### src/rtl/dkjr_input_cond.sv
// -----------------------------------------------------------------------------
// dkjr_input_cond
//
// Conditions the HPS joystick words into the active-low control inputs that
// dkongjr_top expects:
//   - every raw button goes through a 2-flop synchroniser;
//   - opposing directions on each axis are resolved "last pressed wins";
//   - coin presses are queued (up to MAX_PEND) and replayed as fixed-width
//     pulses separated by a minimum released gap;
//   - coin timing (and autofire) freeze while the CPU is paused, so a credit
//     is never lost or shortened.
//
// Optional feature macro: DKJR_AUTOFIRE_EN
//   defined   : jump autofires at AF_HALF cycles per phase while I_AUTOFIRE=1
//   undefined : jump is a plain pass-through, I_AUTOFIRE is ignored
//
// Ports
//   I_CLK_24576M  in   1  system clock
//   I_RESETn      in   1  synchronous active-low reset
//   I_JOY1        in   5  P1 {jump,up,down,left,right}, active-high
//   I_JOY2        in   5  P2 {jump,up,down,left,right}, active-high
//   I_COIN        in   1  coin button, active-high
//   I_START1      in   1  start 1, active-high
//   I_START2      in   1  start 2, active-high
//   I_PAUSE       in   1  CPU pause; freezes coin FSM and autofire
//   I_AUTOFIRE    in   1  autofire enable
//   O_P1n         out  5  P1 {J,U,D,L,R}, active-low
//   O_P2n         out  5  P2 {J,U,D,L,R}, active-low
//   O_C1n         out  1  coin pulse, active-low
//   O_S1n         out  1  start 1, active-low
//   O_S2n         out  1  start 2, active-low
//   O_COIN_PEND   out  2  queued coins not yet issued
//   O_COIN_STATE  out  2  coin FSM state (0 idle, 1 pulse, 2 gap), debug
//
// No valid/ready handshakes exist in this block; all inputs are level signals.
// -----------------------------------------------------------------------------
module dkjr_input_cond #(
   parameter int         COIN_PULSE = 2457600,
   parameter int         COIN_GAP   = 2457600,
   parameter logic [1:0] MAX_PEND   = 2'd3,
   parameter int         AF_HALF    = 204800
) (
   input  logic       I_CLK_24576M,
   input  logic       I_RESETn,
   input  logic [4:0] I_JOY1,
   input  logic [4:0] I_JOY2,
   input  logic       I_COIN,
   input  logic       I_START1,
   input  logic       I_START2,
   input  logic       I_PAUSE,
   input  logic       I_AUTOFIRE,
   output logic [4:0] O_P1n,
   output logic [4:0] O_P2n,
   output logic       O_C1n,
   output logic       O_S1n,
   output logic       O_S2n,
   output logic [1:0] O_COIN_PEND,
   output logic [1:0] O_COIN_STATE
);

   // ---------------------------------------------------------------------------
   // Coin counter width: large enough for the longer of pulse and gap.
   // ---------------------------------------------------------------------------
   localparam int CMAX = (COIN_PULSE > COIN_GAP) ? COIN_PULSE : COIN_GAP;
   localparam int CW   = (CMAX > 1) ? $clog2(CMAX) : 1;

   // Axis memory: A is left (H) / up (V), B is right (H) / down (V).
   typedef enum logic [1:0] {
      AX_NEUTRAL = 2'd0,
      AX_A       = 2'd1,
      AX_B       = 2'd2
   } axis_t;

   typedef enum logic [1:0] {
      C_IDLE  = 2'd0,
      C_PULSE = 2'd1,
      C_GAP   = 2'd2
   } coin_st_t;

   // Raw input bundle: [12] start2, [11] start1, [10] coin, [9:5] joy2, [4:0] joy1
   logic [12:0] raw;
   logic [12:0] sync1;
   logic [12:0] sync2;

   // Previous synced values, only for bits that need edge detection
   logic [3:0]  dir1_d;
   logic [3:0]  dir2_d;
   logic        coin_d;

   logic [3:0]  rise1;
   logic [3:0]  rise2;
   logic        coin_rise;

   axis_t       last_h1, last_v1, last_h2, last_v2;
   axis_t       h1_nxt, v1_nxt, h2_nxt, v2_nxt;

   logic        jump1_act;
   logic        jump2_act;
   logic [4:0]  p1_act;
   logic [4:0]  p2_act;

   logic [4:0]  p1n_q;
   logic [4:0]  p2n_q;
   logic        s1n_q;
   logic        s2n_q;

   coin_st_t    coin_st, coin_nxt;
   logic [CW-1:0] coin_cnt, cnt_nxt;
   logic [1:0]  pend, pend_nxt;
   logic        deq;

   assign raw = {I_START2, I_START1, I_COIN, I_JOY2, I_JOY1};

   // ---------------------------------------------------------------------------
   // SOCD helpers
   // ---------------------------------------------------------------------------
   // New axis memory given rising edges on side A and side B this cycle.
   function automatic axis_t axis_next(input axis_t last, input logic ra,
                                       input logic rb);
      axis_t r;
      if (ra && rb) begin
         r = AX_NEUTRAL;
      end else if (ra) begin
         r = AX_A;
      end else if (rb) begin
         r = AX_B;
      end else begin
         r = last;
      end
      return r;
   endfunction

   // Resolved {a,b} active-high. The up-to-date memory is used so a press
   // that creates the conflict takes effect with the same latency as any
   // other button.
   function automatic logic [1:0] axis_out(input logic a, input logic b,
                                           input axis_t last);
      logic [1:0] r;
      if (a && b) begin
         case (last)
            AX_A:    r = 2'b10;
            AX_B:    r = 2'b01;
            default: r = 2'b00;
         endcase
      end else begin
         r = {a, b};
      end
      return r;
   endfunction

   always_comb begin
      rise1     = sync2[3:0] & ~dir1_d;
      rise2     = sync2[8:5] & ~dir2_d;
      coin_rise = sync2[10] & ~coin_d;

      h1_nxt = axis_next(last_h1, rise1[1], rise1[0]);
      v1_nxt = axis_next(last_v1, rise1[3], rise1[2]);
      h2_nxt = axis_next(last_h2, rise2[1], rise2[0]);
      v2_nxt = axis_next(last_v2, rise2[3], rise2[2]);

      p1_act = {jump1_act,
                axis_out(sync2[3], sync2[2], v1_nxt),
                axis_out(sync2[1], sync2[0], h1_nxt)};
      p2_act = {jump2_act,
                axis_out(sync2[8], sync2[7], v2_nxt),
                axis_out(sync2[6], sync2[5], h2_nxt)};
   end

   // ---------------------------------------------------------------------------
   // Jump / autofire
   // ---------------------------------------------------------------------------
`ifdef DKJR_AUTOFIRE_EN
   localparam int AW = (AF_HALF > 1) ? $clog2(AF_HALF) : 1;

   logic [AW-1:0] af_cnt;
   logic          af_ph1;
   logic          af_ph2;
   logic          af_hold1;
   logic          af_hold2;
   logic          af_tick;

   assign af_hold1 = I_AUTOFIRE & sync2[4];
   assign af_hold2 = I_AUTOFIRE & sync2[9];
   assign af_tick  = (af_hold1 | af_hold2) && (af_cnt == AW'(AF_HALF - 1));

   // Phase 0 means "pressed"; a fresh press therefore asserts immediately.
   assign jump1_act = sync2[4] & ~(I_AUTOFIRE & af_ph1);
   assign jump2_act = sync2[9] & ~(I_AUTOFIRE & af_ph2);

   // The counter is shared by both players and restarts only when nobody is
   // holding an autofiring jump.
   always_ff @(posedge I_CLK_24576M) begin
      if (!I_RESETn) begin
         af_cnt <= '0;
         af_ph1 <= 1'b0;
         af_ph2 <= 1'b0;
      end else if (!I_PAUSE) begin
         if (!(af_hold1 | af_hold2) || af_tick) begin
            af_cnt <= '0;
         end else begin
            af_cnt <= af_cnt + AW'(1);
         end
         af_ph1 <= af_hold1 ? (af_ph1 ^ af_tick) : 1'b0;
         af_ph2 <= af_hold2 ? (af_ph2 ^ af_tick) : 1'b0;
      end
   end
`else
   logic unused_autofire;
   localparam int unused_af_half = AF_HALF;

   assign unused_autofire = I_AUTOFIRE;
   assign jump1_act       = sync2[4];
   assign jump2_act       = sync2[9];
`endif

   // ---------------------------------------------------------------------------
   // Coin FSM and queue
   // ---------------------------------------------------------------------------
   always_comb begin
      coin_nxt = coin_st;
      cnt_nxt  = coin_cnt;
      deq      = 1'b0;
      if (!I_PAUSE) begin
         case (coin_st)
            C_IDLE: begin
               if (pend != 2'd0) begin
                  cnt_nxt  = CW'(COIN_PULSE - 1);
                  deq      = 1'b1;
                  coin_nxt = C_PULSE;
               end
            end
            C_PULSE: begin
               if (coin_cnt == '0) begin
                  cnt_nxt  = CW'(COIN_GAP - 1);
                  coin_nxt = C_GAP;
               end else begin
                  cnt_nxt = coin_cnt - CW'(1);
               end
            end
            C_GAP: begin
               if (coin_cnt == '0) begin
                  coin_nxt = C_IDLE;
               end else begin
                  cnt_nxt = coin_cnt - CW'(1);
               end
            end
            default: begin
               coin_nxt = C_IDLE;
            end
         endcase
      end

      // A press and a dequeue in the same cycle cancel, even when full.
      pend_nxt = pend;
      if (coin_rise && deq) begin
         pend_nxt = pend;
      end else if (coin_rise) begin
         pend_nxt = (pend == MAX_PEND) ? pend : pend + 2'd1;
      end else if (deq) begin
         pend_nxt = pend - 2'd1;
      end
   end

   // ---------------------------------------------------------------------------
   // Registers
   // ---------------------------------------------------------------------------
   always_ff @(posedge I_CLK_24576M) begin
      if (!I_RESETn) begin
         sync1    <= '0;
         sync2    <= '0;
         dir1_d   <= '0;
         dir2_d   <= '0;
         coin_d   <= 1'b0;
         last_h1  <= AX_NEUTRAL;
         last_v1  <= AX_NEUTRAL;
         last_h2  <= AX_NEUTRAL;
         last_v2  <= AX_NEUTRAL;
         p1n_q    <= '1;
         p2n_q    <= '1;
         s1n_q    <= 1'b1;
         s2n_q    <= 1'b1;
         coin_st  <= C_IDLE;
         coin_cnt <= '0;
         pend     <= '0;
      end else begin
         sync1    <= raw;
         sync2    <= sync1;
         dir1_d   <= sync2[3:0];
         dir2_d   <= sync2[8:5];
         coin_d   <= sync2[10];
         last_h1  <= h1_nxt;
         last_v1  <= v1_nxt;
         last_h2  <= h2_nxt;
         last_v2  <= v2_nxt;
         p1n_q    <= ~p1_act;
         p2n_q    <= ~p2_act;
         s1n_q    <= ~sync2[11];
         s2n_q    <= ~sync2[12];
         coin_st  <= coin_nxt;
         coin_cnt <= cnt_nxt;
         pend     <= pend_nxt;
      end
   end

   assign O_P1n        = p1n_q;
   assign O_P2n        = p2n_q;
   assign O_S1n        = s1n_q;
   assign O_S2n        = s2n_q;
   // Decoded straight from the state register: glitch-free, and a reset
   // releases the coin line on the very next cycle.
   assign O_C1n        = (coin_st != C_PULSE);
   assign O_COIN_PEND  = pend;
   assign O_COIN_STATE = coin_st;

endmodule

### config.mk
export PLATFORM = sky130hd
export DESIGN_NAME = dkjr_input_cond
export DESIGN_NICKNAME = d
export VERILOG_FILES = /design/src/rtl/dkjr_input_cond.sv
export SDC_FILE = /design/constraint.sdc
export NUM_CORES = 1
export LEC_CHECK = 0
export BUFFER_PORTS_ARGS = -buffer_cell sky130_fd_sc_hd__buf_2
export CAP_MARGIN = 5
export CORE_MARGIN = 2
export CORE_UTILIZATION = 35
export DETAILED_ROUTE_END_ITERATION = 7
export GPL_ROUTABILITY_DRIVEN = 0
export SKIP_LAST_GASP = 1
export SYNTH_ARGS = -nofsm -noshare
export SYNTH_HDL_FRONTEND = slang
export SYNTH_SLANG_ARGS = --single-unit
### constraint.sdc
create_clock -name I_CLK_24576M -period 6.4 [get_ports I_CLK_24576M]
set_clock_uncertainty 0.1 [all_clocks]
set_input_delay 1.28 -clock I_CLK_24576M [delete_from_list [all_inputs] [get_ports I_CLK_24576M]]
set_output_delay 1.28 -clock I_CLK_24576M [all_outputs]
set_load 0.005 [all_outputs]
==> flow_summary.yaml, run 1 <==
timing:
  period_share_pct: 51.2
  slew_violations: 0
  relSlewSlack_pct: 17.0
  setup_tns_ns: 0
  setup-violations-final: 0
  rsz0062_at_grt: "false"
  hold_violations: 0
  max_freq_ghz: 0.305
  tightest_slew_ns: 1.25
  period_minus_slack_ns: 3.28
global_routing:
  overflow: 0
  grt_pass1_vias: 2394
  track_usage_pct: 13.4
  grt_pass1_wl_mm: 10.9
  antenna_found_initial: 0
  grt_start_max_net_pins: 52
power:
  p_total_w: 0.00113
  p_int_w: 0.000768
  pwr-share-comb_pct: 20.0
  pwr-share-seq_pct: 49.1
  p_switching_w: 0.000366
  p_clk_share_pct: 30.9
  p_per_area_nw_per_um2: 310
  p_sw_share_pct: 32.3
  vdd_drop_max_mv: 0.128
  leakagePower_nw: 1.45
setup_path:
  worstSetupPathType: "input port to flip-flop"
  critPathRequiredTime_ns: 6.60
  r2r-start: "O_COIN_STATE[0]"
  r2r_slack_ns: 3.59
  critPathLaunchType: "input port"
  crit_start: "I_RESETn"
  crit_end: "coin_cnt[20]"
  end_kind: "flip-flop"
  reg2reg_depth: 7
  rr_endpoint: "coin_cnt[12]"
  crit_arrival_ns: 3.47
  crit_fanout: 51
synth:
  yosysTopAreaCellShare_pct: 50.3
  synth_largest_area_cell: "dfxtp_1"
  synth_edf_count: 0
  synth_compound_area_share_pct: 18.8
  ys_warn_count: 0
  synth_seq_area_share_pct: 50.3
  synth_cell_types: 51
  syn_area_per_cell_um2: 8.82
  synthArstFlopShare_pct: 0
  synthXorXnorAreaFrac_pct: 0.272
  yosys.area_share.simple_pct: 22.7
  syn_area_um2: 3220
  synthAdderAreaFrac_pct: 2.33
  ys_seq_elements: 81
  synthMuxAreaShare_pct: 0
  synth_ff_type: "dfxtp_1"
  yosys-top-cells-area: "dfxtp_1, a21oi_1, and2_1"
  synthCells: 365
  syn_nets: 388
  synth_top_family_by_area: "simple AND/OR/NAND/NOR gates"
cts:
  clk_latency_ns: 0.36
  cts_tree: "done"
  cts_root_buf: "clkbuf_8"
  h-tree-depth: 3
  clk_pin_slew_ns: 0.09
  clock_sinks: 81
  cts_buffers: 9
  cts_resized: 0
  ctsLongestPathBuffers: 2
  postCtsHoldBufs: 0
  post-cts-setup-buffers: 0
routing:
  ant_nets: 0
  drt_iter0_drc: 140
  wirelength_mm: 6.37
  drc: 0
  vias_per_cell: 5.03
  wl_per_cell_um: 12.4
  via_count: 2581
  firstDrtPassIters: 6
floorplanning:
  start_util_pct: 35.5
  core_um2: 9060
  die_area_um2: 9990
  die_x_um: 99.9
  io_pins: 34
  die_y_um: 99.9
  rows: 35
layout:
  nNetsFinal: 420
  drive_above_1_share_pct: 15.2
  instances_no_fill: 513
  layout_common_cells: "dfxtp_1, a21oi_1, nor2_1, o21ai_0"
  final_common_cell: "dfxtp_1"
  area_growth_pct: 13.6
  antennaDiodeCount: 0
place:
  dp.cells: 497
  hpwl_mm: 4.18
  io_buffers: 32
run:
  maxCapViolations: 0
min_path:
  hold_path.class: "flip-flop to flip-flop"
  holdPathStages: 1
outcome:
  outcome: "completed"
[metrics by stage]
stage	setup slack (ns)	hold slack [ns]	util [%]	area, um^2
6_report	3.12	0.270	40.4	3660
3_5_place_dp	2.78	0.249	38.3	3480
2_1_floorplan	3.70	0.243	-	3220
3_3_place_gp	2.81	0.252	38.3	3480
4_1_cts	3.15	0.273	40.4	3660
5_1_grt	2.98	0.282	40.4	3660
[worst min-delay path by stage]
stage	start	slack (ns)	end
3_5_place_dp	sync2[9]	0.25	O_P2n[4]
2_1_floorplan	sync2[4]	0.24	O_P1n[4]
5_1_grt	sync2[12]	0.28	O_S2n
3_3_place_gp	sync2[11]	0.25	O_S1n
6_report	sync2[11]	0.27	O_S1n
4_1_cts	sync2[11]	0.27	O_S1n
[worst max-delay path: stages]
cell and delay, ns:
buf_2 0.58, o21ai_0 0.17, or4b_2 0.69, a21oi_1 0.42, a22o_1 0.20, a32o_1 0.11
[per-layer routing]
| metal | track usage [%] | vias to the layer above | share of wire, % |
|---|---|---|---|
| met5 | 0 | - | 0 |
| met2 | 21.7 | 68 | 46 |
| met1 | 17.4 | 1171 | 48 |
| li1 | - | 1332 | - |
| met4 | 4.74 | 0 | 1.4 |
| met3 | 3.76 | 10 | 5.0 |
[area by class of cell]
class / count / area, um^2
well taps: 111 / 139
flip-flops and latches: 81 / 1620
clock buffers: 9 / 124
repair buffers: 34 / 175
fillers: 919 / 5410
multi-input cells: 239 / 1420
inverters: 32 / 120
clock inverters: 7 / 60.1
[power groups by stage]
stage / logic, W / clock network, W / registers, W
3_5_place_dp: 0.000225 / 0 / 0.000568
4_1_cts: 0.000227 / 0.000365 / 0.000557
3_3_place_gp: 0.000222 / 0 / 0.000567
6_report: 0.000227 / 0.000350 / 0.000557
5_1_grt: 0.000258 / 0.000384 / 0.000561
2_1_floorplan: 0.000181 / 0 / 0.000563
[Yosys cell counts, types with 3 or more instances]
cell type,number
nor2_1,36
dfxtp_1,81
ha_1,6
nor3_1,7
a211oi_1,3
nor3b_1,4
nor4_1,5
a21oi_1,38
or4_1,3
clkbuf_1,9
o22ai_1,8
nand4_1,4
and2_1,28
o21ai_0,34
inv_1,32
nand2b_1,5
nor2b_1,6
nand2_1,13
[sequential cells by signal, summed over array words and instances, names as in the netlist, 2 cells and up]
| register | count |
|---|---|
| dir1_d | 4 |
| last_v2 | 2 |
| dir2_d | 4 |
| O_P1n | 5 |
| O_COIN_PEND | 2 |
| last_v1 | 2 |
| O_COIN_STATE | 2 |
| O_P2n | 5 |
| last_h2 | 2 |
| sync2 | 13 |
| coin_cnt | 22 |
| sync1 | 13 |
| last_h1 | 2 |
[cells by family after synthesis]
kind of cell / count (synthesis)
buf+inv: 45
xor+xnor: 1
flops: 81
simple gates: 129
fa+ha+maj: 6
compound gates: 103
Power figures use the tool's default switching activity.
==> run 2, diff against run 1 <==
Clock period 6.4 ns to 3.2 ns, I/O delays scaled along.
==> run 2 against run 1 <==
  * Global-route usage is 0.37 points lower
  * Hold slack hardly changed
  * Critical path depth is 1 higher
  * Clock power is 120% higher
  * Sequential share of layout area is 0.48 points lower
  * Sequential cell count stayed put
  * Via count is 0.70% higher
  * Combinational power is 100% higher
  * Non-clock buffer count is 2 higher
  * Largest power group unchanged
  * Die area stayed put
  * Highest routed layer unchanged
  * Sequential power is 99% higher
==> flow_summary.yaml, run 2 (synthesis results as in run 1) <==
floorplanning:
  io_pins: 34
  start_util_pct: 35.5
  die_area_um2: 9990
  die_x_um: 99.9
  rows: 35
  die_y_um: 99.9
  core_um2: 9060
routing:
  wirelength_mm: 6.20
  wl_per_cell_um: 12.0
  ant_nets: 0
  drc: 0
  wl_met3_um: 207
  drt_iter0_drc: 111
  route.layer.met1.wl_mm: 2.96
  wl_met2_mm: 2.92
  vias_per_cell: 5.05
  firstDrtPassIters: 4
  via_count: 2599
  top_layer: "met4"
power:
  leakagePower_nw: 1.47
  vdd_drop_max_mv: 0.243
  p_total_w: 0.00234
  p_per_area_nw_per_um2: 633
setup_path:
  worstSetupPathType: "flip-flop to flip-flop"
  crit_fanout: 6
  end_kind: "flip-flop"
  critPathRequiredTime_ns: 3.39
  crit_arrival_ns: 2.63
  critPathLaunchType: "flip-flop"
timing:
  period_minus_slack_ns: 2.44
  setup_tns_ns: 0
  slew_violations: 0
  setup_slack_ns: 0.761
  tightest_slew_ns: 0.693
  max_freq_ghz: 0.410
  hold_violations: 0
  setup-violations-final: 0
  period_share_pct: 76.2
  relSlewSlack_pct: 53.7
  rsz0062_at_grt: "false"
global_routing:
  track_usage_pct: 13.1
  grt_pass1_wl_mm: 10.5
  grt_pass1_vias: 2341
  overflow: 0
  antenna_found_initial: 0
  grt_start_max_net_pins: 51
layout:
  drive_above_1_share_pct: 15.6
  nNetsFinal: 422
  area_growth_pct: 14.9
  fin_area_um2: 3700
  antennaDiodeCount: 0
  postLayoutCoreUtil_pct: 40.8
  final_common_cell: "dfxtp_1"
  layout_common_cells: "dfxtp_1, a21oi_1, nor2_1, o21ai_0"
  reg_top3: "coin_cnt (22), sync1 (13), sync2 (13)"
  largest_reg_flops: 22
  fill_cells: 913
  top_register: "coin_cnt"
place:
  hpwl_mm: 4.27
  place_ws_ns: 0.792
  place_area_um2: 3490
  io_buffers: 32
cts:
  cts_root_buf: "clkbuf_8"
  postCtsHoldBufs: 0
  clk_latency_ns: 0.35
  clk_pin_slew_ns: 0.09
  post-cts-setup-buffers: 0
  cts_buffers: 9
  cts_tree: "done"
  h-tree-depth: 3
  cts_resized: 0
  ctsLongestPathBuffers: 2
  clock_sinks: 81
run:
  maxCapViolations: 0
min_path:
  hold_path.class: "flip-flop to flip-flop"
outcome:
  outcome: "completed"
## run 2: stage by stage
| step | instances | hold slack (ns) |
|---|---|---|
| 4_1_cts | 515 | 0.274 |
| 2_1_floorplan | 365 | 0.243 |
| 3_3_place_gp | 499 | 0.251 |
| 5_1_grt | 515 | 0.300 |
| 6_report | 515 | 0.270 |
| 3_5_place_dp | 499 | 0.250 |
## run 2: area by class of cell
cell class	count	area, um^2	area share [%]
Timing Repair Buffer	36	190	5.14
Clock buffer	9	124	3.35
Clock inverter	7	85.1	2.30
Multi-Input combinational cell	239	1420	38.4
Inverter	32	120	3.25
Tap cell	111	139	3.75
Sequential cell	81	1620	43.8
## run 2: path summary, 6_finish.rpt
check | depth (start not counted) | to | startpoint | slack [ns]
max | 7 | coin_cnt[20] | O_COIN_STATE[0] | 0.76
min | 1 | O_S1n | sync2[11] | 0.27
max reg2reg | 7 | coin_cnt[20] | O_COIN_STATE[0] | 0.76
min reg2reg | 1 | O_S1n | sync2[11] | 0.27
## run 2: power by group
group | internal (W) | switching [W] | total [W]
combinational | 0.000179 | 0.000275 | 0.000453
clock | 0.000377 | 0.000399 | 0.000775
sequential | 0.00107 | 0.0000481 | 0.00111
total | 0.00162 | 0.000722 | 0.00234
## run 2: metal layers
layer / vias up / global-route usage, %
met3: 9 / 3.62
met2: 39 / 20.4
met5: - / 0
met4: 0 / 6.11
li1: 1328 / -
met1: 1223 / 16.8
## run 2: critical path: stages, from the launching register on
cell	delay (ns)
dfxtp_1	0.39
inv_1	0.09
ha_1	0.28
nor2b_1	0.18
or4b_2	0.64
a21oi_1	0.40
a22o_1	0.20
a32o_1	0.11
==> run 3, diff against run 2 <==
Clock period 3.2 ns to 2.2 ns, I/O delays scaled along.
==> run 3 against run 2 <==
  * Sequential power is 46% higher
  * Non-clock buffer count is 18 higher
  * Global-route usage is 0.84 points higher
  * Utilization is 2.2 points higher
  * Worst setup slack worse by 0.67 ns
  * Final cell count is 3.5% higher
  * Sequential share of layout area is 2.2 points lower
  * Critical endpoint unchanged
  * First-iteration DRC count is 23% lower
  * Combinational power is 80% higher
  * Die area stayed put
  * Largest power group unchanged
  * Highest routed layer unchanged
  * Clock power is 32% higher
  * Hold slack worse by 0.077 ns
==> flow_summary.yaml, run 3 (synthesis results as in run 1) <==
cts:
  ctsLongestPathBuffers: 2
  clk_pin_slew_ns: 0.09
  cts_tree: "done"
  cts_buffers: 9
  h-tree-depth: 3
  clock_sinks: 81
  cts_root_buf: "clkbuf_8"
  clk_latency_ns: 0.35
setup_path:
  crit_buf_inv: 1
  crit_arrival_ns: 2.26
  cp_slowest_cell: "a311o_1"
  cp.depth: 7
  crit_chain: "inv_1 -> ha_1 -> nor4b_2 -> and4_2 -> a311o_1 -> a22o_1 -> a32o_1"
  end_kind: "flip-flop"
  worstSetupPathType: "flip-flop to flip-flop"
  cpLargestDelayFamily: "compound AO/OA/AOI/OAI gates"
  critPathLaunchType: "flip-flop"
  r2r_slack_ns: 0.1
  critPathRequiredTime_ns: 2.35
  crit_fanout: 4
  reg2reg_depth: 7
  critPathMaxStageDelay_ns: 0.40
timing:
  max_freq_ghz: 0.475
  rsz0062_at_grt: "true"
  slew_violations: 0
  whs_ns: 0.192
  setup_tns_ns: 0
  relSlewSlack_pct: 73.9
  tightest_slew_ns: 0.391
  setup_slack_ns: 0.0952
  period_share_pct: 95.7
  hold_violations: 0
  period_minus_slack_ns: 2.10
  setup-violations-final: 0
floorplanning:
  core_um2: 9060
  io_pins: 34
  die_x_um: 99.9
  start_util_pct: 35.5
  die_y_um: 99.9
  die_area_um2: 9990
  rows: 35
min_path:
  hold_path.class: "input port to flip-flop"
  holdPathStages: 2
routing:
  drc: 0
  drt_iter0_drc: 85
  wirelength_mm: 6.65
  firstDrtPassIters: 4
  ant_nets: 0
  via_count: 2659
  wl_per_cell_um: 12.5
  vias_per_cell: 4.99
power:
  vdd_drop_max_mv: 0.434
  p_total_w: 0.00345
  p_per_area_nw_per_um2: 884
  leakagePower_nw: 1.57
place:
  io_buffers: 32
  hpwl_mm: 4.46
  place_ws_ns: -0.0372
run:
  maxCapViolations: 0
layout:
  antennaDiodeCount: 0
  nNetsFinal: 440
  largest_reg_flops: 22
  top_register: "coin_cnt"
  area_growth_pct: 21.1
  drive_above_1_share_pct: 22.0
  final_common_cell: "dfxtp_1"
  layout_common_cells: "dfxtp_1, a21oi_1, nor2_1, o21ai_0"
  reg_top3: "coin_cnt (22), sync1 (13), sync2 (13)"
  fill_cells: 900
global_routing:
  grt_pass1_vias: 2572
  grt_pass1_wl_mm: 11.4
  overflow: 0
  grt_start_max_net_pins: 49
  track_usage_pct: 13.9
  antenna_found_initial: 0
outcome:
  outcome: "completed"
## run 3: metrics by stage
| stage | std cells | area, um^2 | utilization [%] |
|---|---|---|---|
| finish | 533 | 3900 | 43.0 |
| floorplan | 365 | 3220 | - |
| CTS | 532 | 3820 | 42.2 |
| detailed placement | 516 | 3620 | 40.0 |
| global placement | 516 | 3620 | 40.0 |
| global route | 533 | 3900 | 43.0 |
## run 3: final timing paths
kind,startpoint,end
worst max-delay path,coin_cnt[0],coin_cnt[20]
worst min-delay path,I_JOY1[4],sync1[4]
worst max register to register,coin_cnt[0],coin_cnt[20]
worst min register to register,sync2[4],O_P1n[4]
## run 3: where the power goes
| part | switching, W | internal (W) | leakage [nW] |
|---|---|---|---|
| Clock | 0.000565 | 0.000452 | 0.0895 |
| Sequential | 0.0000666 | 0.00155 | 0.665 |
| Combinational | 0.000461 | 0.000354 | 0.812 |
## run 3: worst reg2reg max path, cell delays in order (launching register included)
cell     delay (ns)
dfxtp_1        0.35
inv_1          0.07
ha_1           0.19
nor4b_2        0.16
and4_2         0.30
a311o_1        0.40
a22o_1         0.24
a32o_1         0.19
## run 3: routing by layer
metal	share of wire, %	track usage, %
met1	49	17.8
met2	45	22.6
met3	3.8	4.53
met4	1.4	3.90
met5	0	0
## run 3: timing repair
action / 4_1_cts / 5_1_grt
setup buffers: 0 / 0
gates cloned: 0 / 1
pin swaps: 0 / 1
setup endpoints to repair: 2 / 24
resized for setup: 2 / 17
hold buffers: 0 / 0
hold endpoints to repair: 0 / 0
## run 3: layout make-up
type                       count  area [um^2]  area share, %
tap                          111          139           3.56
multi-input combinational    239         1500           38.4
timing repair buffer          54          333           8.53
clock buffer                  10          138           3.53
inverter                      32          120           3.08
clock inverter                 6         50.0           1.28
sequential                    81         1620           41.6
